**src/rtl/uart_pkg.sv**
```systemverilog
// Shared UART definitions used by both the transmitter and the receiver.
package uart_pkg;

  // Transmit/receive frame sequencing states.
  typedef enum logic [2:0] {
    GUARD,
    IDLE,
    ARM,
    START,
    DATA,
    PAR,
    STOP1,
    STOP2
  } uart_state_e;

  // Number of bd8_rate ticks that make up one bit time.
  localparam int OVERSAMPLE = 8;

  // Parity-select strings; any other value means no parity bit.
  localparam string PARITY_ODD  = "ODD";
  localparam string PARITY_EVEN = "EVEN";

  // Parity bit for a byte: odd makes the total count of ones odd, even makes it even.
  function automatic logic parityBit(input logic [7:0] data, input logic oddSel);
    return oddSel ? ~^data : ^data;
  endfunction

endpackage

```
**src/rtl/uart_tx.sv**
```systemverilog
// UART transmitter: start bit, 8 data bits LSB first, optional parity, 1 or 2
// stop bits, one bit per 8 bd8_rate ticks, byte-level valid/ready handshake.
module uart_tx
  import uart_pkg::*;
#(
  parameter string PARITY    = "ODD",
  parameter int    STOP_BIT  = 1,
  parameter int    IDLE_BITS = 11
) (
  input  logic       clk,
  input  logic       rst,
  input  logic       bd8_rate,
  input  logic [7:0] tx_data,
  input  logic       tx_valid,
  output logic       tx_ready,
  output logic       txd,
  output logic       tx_busy,
  output logic       tx_done
);

  localparam bit PAR_EN  = (PARITY == PARITY_ODD) || (PARITY == PARITY_EVEN);
  localparam bit PAR_ODD = (PARITY == PARITY_ODD);

  localparam int TICKW = $clog2(OVERSAMPLE);
  localparam int BCW   = ($clog2(IDLE_BITS + 1) > 4) ? $clog2(IDLE_BITS + 1) : 4;

  localparam logic [TICKW-1:0] TICK_LAST  = TICKW'(OVERSAMPLE - 1);
  localparam logic [BCW-1:0]   GUARD_LAST = BCW'(IDLE_BITS - 1);
  localparam logic [BCW-1:0]   DATA_LAST  = BCW'(7);

  uart_state_e      state_q;
  logic [TICKW-1:0] tickCnt_q;
  logic [BCW-1:0]   bitCnt_q;
  logic [7:0]       shift_q;
  logic             parity_q;
  logic             txd_q;
  logic             ready_q;
  logic             busy_q;
  logic             done_q;
  logic             bitEnd;

  // A bit time closes on the tick that wraps the tick counter from 7 to 0.
  assign bitEnd = bd8_rate && (tickCnt_q == TICK_LAST);

  // Tick counter: parked at zero while waiting so the start bit gets a full 8 ticks.
  always_ff @(posedge clk) begin
    if (rst) begin
      tickCnt_q <= '0;
    end else if (bd8_rate) begin
      if (state_q == IDLE || state_q == ARM) begin
        tickCnt_q <= '0;
      end else begin
        tickCnt_q <= tickCnt_q + 1'b1;
      end
    end
  end

  // Bit counter: counts guard bit times after reset and data bits within a frame.
  always_ff @(posedge clk) begin
    if (rst) begin
      bitCnt_q <= '0;
    end else if (bitEnd) begin
      if (state_q == GUARD || state_q == DATA) begin
        bitCnt_q <= bitCnt_q + 1'b1;
      end else begin
        bitCnt_q <= '0;
      end
    end
  end

  // Frame sequencer with registered line and handshake outputs.
  always_ff @(posedge clk) begin
    if (rst) begin
      state_q  <= GUARD;
      txd_q    <= 1'b1;
      ready_q  <= 1'b0;
      busy_q   <= 1'b1;
      done_q   <= 1'b0;
      shift_q  <= '0;
      parity_q <= 1'b0;
    end else begin
      done_q <= 1'b0;
      case (state_q)
        GUARD: begin
          txd_q <= 1'b1;
          if (bitEnd && bitCnt_q == GUARD_LAST) begin
            state_q <= IDLE;
            ready_q <= 1'b1;
            busy_q  <= 1'b0;
          end
        end
        IDLE: begin
          txd_q <= 1'b1;
          if (tx_valid && ready_q) begin
            shift_q  <= tx_data;
            parity_q <= parityBit(tx_data, PAR_ODD);
            state_q  <= ARM;
            ready_q  <= 1'b0;
            busy_q   <= 1'b1;
          end
        end
        ARM: begin
          if (bd8_rate) begin
            txd_q   <= 1'b0;
            state_q <= START;
          end
        end
        START: begin
          if (bitEnd) begin
            txd_q   <= shift_q[0];
            state_q <= DATA;
          end
        end
        DATA: begin
          if (bitEnd) begin
            if (bitCnt_q == DATA_LAST) begin
              if (PAR_EN) begin
                txd_q   <= parity_q;
                state_q <= PAR;
              end else begin
                txd_q   <= 1'b1;
                state_q <= STOP1;
              end
            end else begin
              shift_q <= {1'b0, shift_q[7:1]};
              txd_q   <= shift_q[1];
            end
          end
        end
        PAR: begin
          if (bitEnd) begin
            txd_q   <= 1'b1;
            state_q <= STOP1;
          end
        end
        STOP1: begin
          if (bitEnd) begin
            if (STOP_BIT == 2) begin
              state_q <= STOP2;
            end else begin
              done_q  <= 1'b1;
              ready_q <= 1'b1;
              busy_q  <= 1'b0;
              state_q <= IDLE;
            end
          end
        end
        STOP2: begin
          if (bitEnd) begin
            done_q  <= 1'b1;
            ready_q <= 1'b1;
            busy_q  <= 1'b0;
            state_q <= IDLE;
          end
        end
        default: begin
          state_q <= GUARD;
          txd_q   <= 1'b1;
          ready_q <= 1'b0;
          busy_q  <= 1'b1;
        end
      endcase
    end
  end

  assign txd      = txd_q;
  assign tx_ready = ready_q;
  assign tx_busy  = busy_q;
  assign tx_done  = done_q;

endmodule

```
**config.mk**
```make
export PLATFORM = sky130hd
export DESIGN_NAME = uart_tx
export DESIGN_NICKNAME = d
export VERILOG_FILES = /design/src/rtl/uart_pkg.sv /design/src/rtl/uart_tx.sv
export SDC_FILE = /design/constraint.sdc
export NUM_CORES = 1
export LEC_CHECK = 0
export CORE_UTILIZATION = 40
export CTS_CLUSTER_DIAMETER = 40
export DETAILED_ROUTE_END_ITERATION = 10
export GPL_TIMING_DRIVEN = 0
export PLACE_DENSITY = 0.58
export SLEW_MARGIN = 40
export SYNTH_ARGS = -nofsm -noshare
export SYNTH_HDL_FRONTEND = slang
export SYNTH_SLANG_ARGS = --single-unit
```
**constraint.sdc**
```tcl
create_clock -name clk -period 2 [get_ports clk]
set_input_delay 0.5 -clock clk [delete_from_list [all_inputs] [get_ports clk]]
set_output_delay 0.5 -clock clk [all_outputs]
set_load 0.01 [all_outputs]
```
; Yosys cells after proc, flatten, opt, wreduce, memory -nomap -nowiden
; Index checks and enable logic that the tools add are counted.
[totals]
word_cells = 78
reg_bits = 23
output_inout_bits = 4
[classes]
addsub = 2
eq_ne = 19
mux = 29
bitwise = 1
reduce_logical = 18
[ops]
columns = cell, count
row1 = 2-to-1 mux 3 bit, 9
row2 = 2-to-1 mux 8 bit, 3
row3 = one-hot mux 3 bit (7 select lines), 1
row4 = one-hot mux 8 bit (2 select lines), 1
row5 = "equality test 3 bit, second input constant", 5
row6 = 2-to-1 mux 1 bit, 11
row7 = "!= test 2 bit, second input constant", 5
row8 = "!= test 2 x 1 -> 1 bit, second input constant", 4
row9 = AND reduction 4 bit, 2
row10 = AND reduction 8 bit, 1
row11 = XNOR reduction 8 bit, 1
row12 = "equality test 3 x 2 -> 1 bit, second input constant", 2
row13 = one-hot mux 1 bit (3 select lines), 2
row14 = OR reduction 2 bit, 3
row15 = one-hot mux 1 bit (5 select lines), 1
row16 = AND reduction 5 bit, 1
row17 = nonzero test 5 bit, 1
row18 = "adder 4 x 1 -> 4 bit, second input constant", 1
row19 = "equality test 4 x 3 -> 1 bit, second input constant", 1
row20 = "equality test 4 bit, second input constant", 1
row21 = 2-to-1 mux 4 bit, 1
row22 = "adder 3 x 1 -> 3 bit, second input constant", 1
row23 = "equality test 3 x 1 -> 1 bit, second input constant", 1
row24 = logical AND 1 bit, 3
row25 = other kinds (6), 7

; Depth between registers and ports, before layout
; Gate-level depths: netlist of run 1.
[logic_depth]
depth_word = 5
ltp_mapped = 7
mapped_depth_nobuf = 7

; Worst setup path after synthesis of run 1
; No wires, ideal clock.
[synth_timing]
path_type = flip-flop to flip-flop
start = register tickCnt_q[0]
end = register state_q[0]
stages_incl_launch_ff = 8
path_slack_ps = 244
arrival_ps = 1638
setup_ps = 117
period_less_slack_ps = 1756
required_ps = 1883
cell_sequence = dfxtp_1 -> ha_1 -> ha_1 -> nand2_1 -> o22a_1 -> a2111oi_4 -> nand2_1 -> a32o_1
[synth_via]
elab_chain_len = 5
elab_cells_between_ends = 9
cone_classes = eq/ne: 6 / reduce/logical: 3
[synth_rtl]
columns = element, line
row1 = from (decl), uart_tx.sv:32  ; logic [TICKW-1:0] tickCnt_q;
row2 = from (signal assigned), uart_tx.sv:53  ; tickCnt_q <= tickCnt_q + 1'b1;
row3 = equality test 3 bit *, uart_tx.sv:43  ; assign bitEnd = bd8_rate && (tickCnt_q == TICK_LAST);
row4 = logical AND 1 bit *, uart_tx.sv:43
row5 = logical AND 1 bit, uart_tx.sv:86  ; if (bitEnd && bitCnt_q == GUARD_LAST) begin
row6 = != test 2 x 1 -> 1 bit (no source line), n/a
row7 = AND reduction 8 bit (no source line) *, n/a
row8 = to (signal assigned), uart_tx.sv:87  ; state_q <= IDLE;
row9 = to (signal assigned), uart_tx.sv:97  ; state_q <= ARM;
row10 = to (signal assigned), uart_tx.sv:105  ; state_q <= START;
row11 = to (decl), uart_tx.sv:31  ; uart_state_e state_q;
; Every way passes the cells marked *; elsewhere a longest branch is shown, timed or not.
; A chain may end at the register's enable or synchronous reset.

; Worst setup path in the final report of run 1
; Same ends and word-level chain as after synthesis.

==> results of run 1 <==
placed cells by master, fill, tap and decap left out, drive strengths merged, types with 4 or more instances in the layout:
master	count
xnor2	8
o21ai	5
dfxtp	23
nor2	24
inv	7
clkbuf	8
clkdlybuf4s50	14
mux2i	9
buf	6
a21oi	8
nand2	4
nor3	5
mux2	8
ha	7
final timing paths:
check               endpoint
setup / recovery  state_q[0]
hold / removal       tx_busy
setup reg to reg  state_q[0]
hold reg to reg      tx_busy
stage by stage:
| stage | setup slack (ns) | TNS (ns) |
|---|---|---|
| 2_1_floorplan | 0.244 | 0 |
| 3_3_place_gp | -0.331 | -1.59 |
| 6_report | 0.0572 | 0 |
| 4_1_cts | 0.0220 | 0 |
| 3_5_place_dp | -0.376 | -2.15 |
| 5_1_grt | -0.0155 | -0.0155 |
metal layers:
metal  vias to the layer above  routed length, microns  global-route usage (%)  part of all wire [%]
li1                        557                       -                       -                     -
met1                       506                    1270                    21.8                    46
met2                        16                    1380                    32.4                    50
met3                         6                      55                    2.62                   2.0
met4                         0                      58                    5.98                   2.1
met5                         -                       0                       0                     0
Yosys cell counts (2+ instances only):
master	n	area (sq um)
nor2_1	24	90.1
dfxtp_1	23	460
mux2i_1	9	90.1
a21oi_1	8	40.0
mux2_2	8	90.1
xnor2_1	8	70.1
ha_1	7	87.6
inv_1	7	26.3
nor3_1	5	25.0
o21ai_0	5	25.0
clkbuf_1	4	15.0
nand2_1	4	15.0
a22oi_1	2	15.0
a31oi_1	2	12.5
and3_1	2	12.5
buf_6	2	22.5
nand3b_1	2	15.0
nand4_1	2	12.5
where the power goes:
group	internal (mW)	switching, mW	total, mW
clock	0.0778	0.143	0.221
combinational	0.379	0.338	0.718
sequential	0.525	0.0532	0.578
registers in the layout (all words and copies together) (netlist names):
| signal | cells |
|---|---|
| shift_q | 8 |
| txd | 1 |
| state_q | 3 |
| tickCnt_q | 3 |
| tx_busy | 1 |
| tx_done | 1 |
| tx_ready | 1 |
| bitCnt_q | 4 |
| parity_q | 1 |
final cells by class:
type	instances	area share [%]
Tap cell	44	3.38
Buffer	7	2.76
Clock buffer	4	1.61
Timing Repair Buffer	18	11.5
Sequential cell	23	28.6
Multi-Input combinational cell	107	50.5
Inverter	7	1.61
kinds of logic after synthesis:
family          share of synthesized area [%]
buf+inv                                  5.39
flops                                    34.8
fa+ha+maj                                6.62
compound gates                           16.1
simple gates                             17.6
xor+xnor                                 5.95
mux                                      13.6
worst register-to-register path, cell delays in order (launching register included):
cell	delay, ns
dfxtp_2	0.36
ha_2	0.18
ha_4	0.14
nand2_4	0.07
o22a_4	0.28
a2111oi_4	0.44
nand2_1	0.09
a32o_1	0.27
what timing repair did:
action	in CTS	in global routing
endpoints found under the setup margin	1	10
setup buffers	0	3
cloned	0	0
pin swaps	0	4
gates resized for setup	1	11
==> impl_metrics.csv, run 1 <==
group,metric,value,unit
drt,num_vias,1085,
synthesis,synth_cells,144,
global_route,grt_pass1_wl,4840,microns
die,dieArea,3540,sq um
global_route,grt_max_degree,13,
die,start_util,42.7,%
placement,post-dp-hpwl,2040,microns
cells_and_area,utilization,52.5,%
sta,maxSlewViolCount,0,
setup_path,critPathBufInv,0,
sta,hold_violations,0,
cells_and_area,fin_area,1630,sq um
setup_path,endpoint_kind,"register",
setup_path,path_max_fanout,7,
setup_path,start_kind,"register",
power,totalPowerFinal,1.52,mW
drt,drc,0,
clocking,clk_latency,0.31,ns
power,power.density,931,nW/um^2
setup_path,path_class,"reg2reg",
clocking,cts_buffers,3,
placement,dp.cells,203,
drt,wl_per_cell,13.2,microns
cells_and_area,fin_nets,186,
clocking,clkSinkCount,23,
setup_path,r2r_start,"tickCnt_q[0]",
global_route,first_global_vias,1081,
sta,setup_viol,0,
die,die_y,59.5,microns
sta,tightest_slew,0.516,ns
cells_and_area,fin_cells,210,
sta,fin_hold_ws,0.497,ns
clocking,clk_path_buf_depth,2,
global_route,grt_overflow,0,
placement,io_buffers,15,
global_route,grt_antenna_before_repair,0,
synthesis,yosysUniqueCellTypes,38,
synthesis,synthesis.nets,163,
run,maxCapViolCount,0,
clocking,path_clk_slew,0.13,ns
cells_and_area,fillCellCount,327,
cells_and_area,layout.area.seq,465,sq um
clocking,ctsRootBufferMaster,"clkbuf_4",
setup_path,regToRegSetupSlack,0.06,ns
sta,slew_headroom,65.6,%
sta,period_minus_slack,1.94,ns
synthesis,synth_edf_count,0,
setup_path,critPathTopFamily,"compound AO/OA/AOI/OAI gates",
setup_path,crit_start,"tickCnt_q[0]",
drt,drt-total-wl,2760,microns
sta,max_clock_freq,0.515,GHz
clocking,hold_buffers,0,
setup_path,cp.required,2.22,ns
drt,drt_iter0_drc,56,
setup_path,cp.depth,7,
sta,skew,0.00456,ns
clocking,cts_tree,"built",
status,status,"completed",
drt,dr.pass1.iters,4,
sta,fin_crit_sh,97.1,%
setup_path,crit_slowest_cell,"a2111oi_4",
worst_hold_path,min_from,"tx_busy",
power,leakage,0.695,nW
synthesis,syn-mean-instance-area,9.19,sq um
setup_path,crit_chain,"ha_2 -> ha_4 -> nand2_4 -> o22a_4 -> a2111oi_4 -> nand2_1 -> a32o_1",
die,die_w,59.5,microns
die,core,3100,sq um
worst_hold_path,hold_depth,2,
setup_path,slowest_delay,0.44,ns
synthesis,synthArstFlopShare,0,%
worst_hold_path,hp-class,"reg2reg",
die,rows,20,
power,vdd.ir_drop.worst,0.000398,V
clocking,h-tree-depth,1,
placement,post_dp_cell_area,1530,sq um
synthesis,ys.warnings.count,0,
cells_and_area,synthToLayoutAreaGrowth,23.1,%
setup_path,reg2reg_depth,7,
cells_and_area,drive_gt1_share,18.1,%
cells_and_area,antenna_cells,0,
drt,ant_nets,0,
die,pin_count,16,
global_route,grt_use_total,18.0,%
synthesis,yosys_most_used_dff,"dfxtp_1",
drt,viasPerCell,5.17,
cells_and_area,multi_input_area,823,sq um
placement,finalWeightedCongestion,0.762,
synthesis,yosys_register_bits,23,
synthesis,ys_seq_area_share,34.8,%
synthesis,syn_area,1320,sq um
setup_path,cp.arrival,2.16,ns
Note: power is estimated with default switching activity, not from simulation.
==> inputs of run 2 (changes only) <==
CTS_CLUSTER_SIZE = 8   (was unset)
PLACE_DENSITY = unset   (was 0.58)
SKIP_LAST_GASP = 1   (was unset)
==> run 2 against run 1 <==
Against the previous run: the run now ends with negative setup slack left; first-iteration DRC count shrank 16%; wire length fell by 7.5%; non-clock buffer count did not move; total power fell by 1.3%; clock power shrank 4%; sequential power decreased by 0.9%; global-route usage shrank 1.3 points; worst setup slack worse by 0.066 ns; combinational power is 1% lower; core utilization down 1.1 points; die area stayed put; critical path depth unchanged; largest cell class unchanged.
==> impl_metrics.csv, run 2 (synthesized netlist as in run 1, its figures left out) <==
group,metric,value,unit
status,status,"complete, but fails checks",
status,violations,"negative setup slack",
sta,fin_crit_sh,100,%
sta,max_clock_freq,0.498,GHz
cells_and_area,fillCellCount,313,
global_route,grt_antenna_before_repair,0,
drt,wl_per_cell,12.2,microns
cells_and_area,layout.area.seq,462,sq um
power,switching_power,0.518,mW
power,intPower,0.978,mW
drt,drc,0,
setup_path,crit_path_end,"state_q[2]",
cells_and_area,final_common_cell,"nor2_1",
setup_path,cp.arrival,2.25,ns
global_route,grt_use_total,16.7,%
drt,num_vias,1067,
cells_and_area,fin_cells,210,
setup_path,regToRegSetupSlack,0.08,ns
worst_hold_path,hp-class,"reg2reg",
drt,drt-total-wl,2550,microns
clocking,path_clk_slew,0.13,ns
setup_path,path_class,"in2reg",
die,dieArea,3540,sq um
power,leakage,0.680,nW
clocking,ctsRootBufferMaster,"clkbuf_4",
drt,ant_nets,0,
setup_path,start_kind,"input pin",
run,maxCapViolCount,0,
sta,rsz0062_at_grt,"yes",
sta,skew,0.0118,ns
placement,finalWeightedCongestion,0.878,
setup_path,crit_slowest_cell,"clkdlybuf4s50_1",
clocking,cts_tree,"built",
power,p_sw_share,34.6,%
sta,slew_headroom,67.2,%
sta,period_minus_slack,2.01,ns
sta,hold_violations,0,
clocking,clk_latency,0.31,ns
placement,dp.cells,203,
sta,fin_hold_ws,0.474,ns
drt,dr.pass1.iters,4,
placement,io_buffers,15,
clocking,clk_path_buf_depth,2,
cells_and_area,fin_nets,186,
setup_path,path_max_fanout,7,
clocking,hold_buffers,0,
setup_path,slowest_delay,0.57,ns
global_route,grt_pass1_wl,4480,microns
cells_and_area,final_cell_mix,"24 x nor2_1, 22 x dfxtp_1, 15 x clkdlybuf4s50_1, 9 x mux2i_1",
sta,tightest_slew,0.492,ns
clocking,h-tree-depth,1,
power,p_comb_share,47.5,%
setup_path,r2r_start,"tickCnt_q[0]",
cells_and_area,largestRegisters,"shift_q x8, bitCnt_q x4",
setup_path,cp.required,2.24,ns
cells_and_area,drive_gt1_share,15.1,%
global_route,grt_max_degree,13,
clocking,clkSinkCount,23,
die,start_util,42.7,%
sta,setup_viol,1,
cells_and_area,regMostFlops,"shift_q",
drt,viasPerCell,5.08,
drt,drt_iter0_drc,47,
placement,post-dp-hpwl,1910,microns
clocking,cts_buffers,3,
power,vdd.ir_drop.worst,0.000610,V
global_route,grt_overflow,0,
sta,maxSlewViolCount,0,
cells_and_area,antenna_cells,0,
setup_path,worst_r2r_endpoint,"state_q[2]",
die,pin_count,16,
sta,fin_ws,-0.00909,ns
die,die_y,59.5,microns
setup_path,crit_chain,"clkdlybuf4s50_1 -> nand2_2 -> o22a_2 -> a2111oi_4 -> buf_4 -> nor2_1 -> a211oi_1",
setup_path,crit_start,"bd8_rate",
power,seqPwrFrac,38.3,%
setup_path,endpoint_kind,"register",
setup_path,reg2reg_depth,8,
power,power.density,938,nW/um^2
power,clkPwrFrac,14.2,%
global_route,first_global_vias,1017,
cells_and_area,synthToLayoutAreaGrowth,20.5,%
cells_and_area,multi_input_area,796,sq um
cells_and_area,largest_reg_flops,8,
die,rows,20,
die,die_w,59.5,microns
die,core,3100,sq um
## run 2: critical path, delay by kind of cell
family	cells	cell delay, ns
compound gates	3	0.81
buf+inv	2	0.76
simple gates	2	0.18
## run 2: layer usage
layer	part of all wire, %	vias up	GRT usage [%]
li1	-	553	-
met1	50	497	20.7
met2	45	15	29.1
met3	3.7	2	4.59
met4	0.63	0	2.99
met5	0	-	0
## run 2: worst min-delay path by stage
stage	start	slack (ns)	to	depth (start not counted)
after floorplan	shift_q[7]	0.45	shift_q[7]	2
after global placement	tx_busy	0.46	tx_busy	2
after detailed placement	tx_busy	0.46	tx_busy	2
after CTS	tx_busy	0.48	tx_busy	2
after global routing	tx_busy	0.52	tx_busy	2
final	tx_busy	0.47	tx_busy	2
## run 2: repair_timing
action / in CTS / in global routing
gates resized for setup: 0 / 3
pin swaps: 1 / 1
endpoints found under the hold margin: 0 / 0
endpoints found under the setup margin: 1 / 9
setup buffers: 2 / 1
## run 2: through the flow
| stage | instance area (sq um) | setup WS (ns) | utilization [%] | setup TNS, ns | power [mW] |
|---|---|---|---|---|---|
| after floorplan | 1320 | 0.244 | - | 0 | 1.07 |
| after global placement | 1530 | -0.379 | 49.3 | -1.80 | 1.21 |
| after detailed placement | 1530 | -0.377 | 49.3 | -1.91 | 1.22 |
| after CTS | 1570 | -0.0106 | 50.6 | -0.0106 | 1.47 |
| after global routing | 1600 | -0.0173 | 51.4 | -0.0519 | 1.62 |
| final | 1600 | -0.00909 | 51.4 | -0.00909 | 1.50 |
## run 2: power by group through the flow
stage	clock network [mW]	registers, mW	logic, mW
4_1_cts	0.224	0.572	0.677
3_3_place_gp	0	0.579	0.627
6_report	0.213	0.573	0.711
2_1_floorplan	0	0.578	0.490
3_5_place_dp	0	0.583	0.636
5_1_grt	0.254	0.584	0.779
## run 2: layout make-up
cell class                      count  area share, %
Clock buffer                        4           1.65
Inverter                            7           1.65
Sequential cell                    23           28.9
Tap cell                           44           3.45
Timing Repair Buffer               18           11.6
Multi-Input combinational cell    107           49.9
Buffer                              7           2.82
==> inputs of run 3 (changes only) <==
CELL_PAD_IN_SITES_DETAIL_PLACEMENT = 0   (was unset)
CELL_PAD_IN_SITES_GLOBAL_PLACEMENT = 1   (was unset)
CTS_CLUSTER_DIAMETER = unset   (was 40)
GPL_ROUTABILITY_DRIVEN = 0   (was unset)
PLACE_DENSITY_LB_ADDON = 0.1   (was unset)
==> run 3 against run 2 <==
Against the previous run: the flow now finishes without violations; worst setup slack gained 0.098 ns; final area grew 0.71%; via count is 2.6% higher; clock power grew 4%; sequential cell count did not move; clock skew fell by 0.0067 ns; critical path depth stayed put; global-route usage is 1.6 points higher; core utilization rose by 0.36 points; sequential power is essentially flat; register-to-register slack improved by 0.05 ns; non-clock buffer count increased by 1; largest cell class unchanged; largest power group unchanged.
==> impl_metrics.csv, run 3 (synthesized netlist as in run 1, its figures left out) <==
group,metric,value,unit
sta,tightest_slew,0.518,ns
clocking,clk_path_buf_depth,2,
cells_and_area,largestRegisters,"shift_q x8, bitCnt_q x4",
sta,period_minus_slack,1.91,ns
cells_and_area,fin_nets,187,
cells_and_area,largest_reg_flops,8,
global_route,first_global_vias,1064,
worst_hold_path,hp-class,"reg2reg",
sta,max_clock_freq,0.523,GHz
cells_and_area,antenna_cells,0,
placement,post-dp-hpwl,2090,microns
cells_and_area,final_common_cell,"nor2_1",
global_route,grt_overflow,0,
global_route,grt_use_total,18.3,%
global_route,grt_max_degree,13,
drt,drt-total-wl,2830,microns
drt,viasPerCell,5.19,
sta,hold_violations,0,
clocking,clk_latency,0.32,ns
setup_path,path_class,"in2reg",
cells_and_area,final_cell_mix,"24 x nor2_1, 21 x dfxtp_1, 15 x clkdlybuf4s50_1, 9 x mux2i_1",
sta,setup_tns,0,ns
drt,ant_nets,0,
clocking,cts_tree,"built",
die,rows,20,
global_route,grt_pass1_wl,4740,microns
cells_and_area,fin_cells,211,
power,leakage,0.683,nW
die,dieArea,3540,sq um
run,maxCapViolCount,0,
clocking,cts_buffers,3,
sta,slew_headroom,65.5,%
sta,maxSlewViolCount,0,
setup_path,endpoint_kind,"register",
drt,drc,0,
placement,dp.cells,203,
status,status,"completed",
power,totalPowerFinal,1.52,mW
clocking,ctsRootBufferMaster,"clkbuf_4",
sta,fin_crit_sh,95.6,%
drt,dr.pass1.iters,4,
clocking,path_clk_slew,0.13,ns
setup_path,cp.required,2.24,ns
setup_path,path_max_fanout,7,
cells_and_area,regMostFlops,"shift_q",
die,die_w,59.5,microns
power,vdd.ir_drop.worst,0.000607,V
cells_and_area,drive_gt1_share,16.8,%
clocking,h-tree-depth,1,
setup_path,cp.arrival,2.15,ns
drt,wl_per_cell,13.4,microns
setup_path,start_kind,"input pin",
power,power.density,947,nW/um^2
global_route,grt_antenna_before_repair,0,
die,die_y,59.5,microns
sta,rsz0062_at_grt,"no",
placement,io_buffers,15,
drt,drt_iter0_drc,44,
sta,setup_viol,0,
die,pin_count,16,
sta,skew,0.00514,ns
die,core,3100,sq um
sta,fin_hold_ws,0.480,ns
die,start_util,42.7,%
cells_and_area,synthToLayoutAreaGrowth,21.4,%
clocking,clkSinkCount,23,
drt,num_vias,1095,
[run 3: cell types whose count changed in the layout (fill, tap and decap cells not counted)]
cell,before,now
buf_4,3,4
dfxtp_2,1,2
ha_1,7,6
dfxtp_1,22,21
ha_2,0,1
o21ai_1,0,1
o21ai_0,5,4
[run 3: per-layer routing]
metal  GRT usage [%]  up-vias  share of wire (%)
met4            4.98        0                1.1
met1            22.8      506                 47
met5               0        -                  0
met3            4.59        4                4.4
li1                -      558                  -
met2            31.1       27                 48
[run 3: area by class of cell]
cell class,instances,area (sq um)
repair buffers,19,193
clock buffers,4,26.3
plain buffers,7,45.0
multi-input cells,107,798
fillers,325,1500
flip-flops and latches,23,463
well taps,44,55.1
inverters,7,26.3
[run 3: path summary, 6_finish.rpt]
check / start / depth (start not counted) / end / slack [ns]
hold reg to reg: tx_busy / 2 / tx_busy / 0.48
hold / removal: tx_busy / 2 / tx_busy / 0.48
setup / recovery: bd8_rate / 7 / state_q[2] / 0.09
setup reg to reg: tickCnt_q[1] / 8 / state_q[2] / 0.13
[run 3: through the flow]
stage | util [%] | setup slack, ns | cell area [sq um]
global placement | 49.3 | -0.351 | 1530
floorplan | - | 0.244 | 1320
CTS | 50.8 | 0.0120 | 1580
finish | 51.8 | 0.0886 | 1610
detailed placement | 49.3 | -0.359 | 1530
global route | 51.8 | 0.00419 | 1610
[run 3: worst max-delay path, stage by stage]
cell and delay [ns]:
clkdlybuf4s50_1 0.56, nand2_2 0.13, o22a_2 0.28, a2111oi_4 0.26, buf_4 0.18, nor2_1 0.04
a211oi_1 0.20
[run 3: timing repair]
item                                    in CTS  in global routing
endpoints found under the setup margin       1                  7
gates resized for setup                      2                  4
hold buffers                                 0                  0
cloned                                       0                  0
buffers inserted                             2                  2
pin swaps                                    2                  2
[run 3: power by group]
part | internal [mW] | switching (mW)
sequential | 0.524 | 0.0477
combinational | 0.383 | 0.344
clock | 0.0781 | 0.144
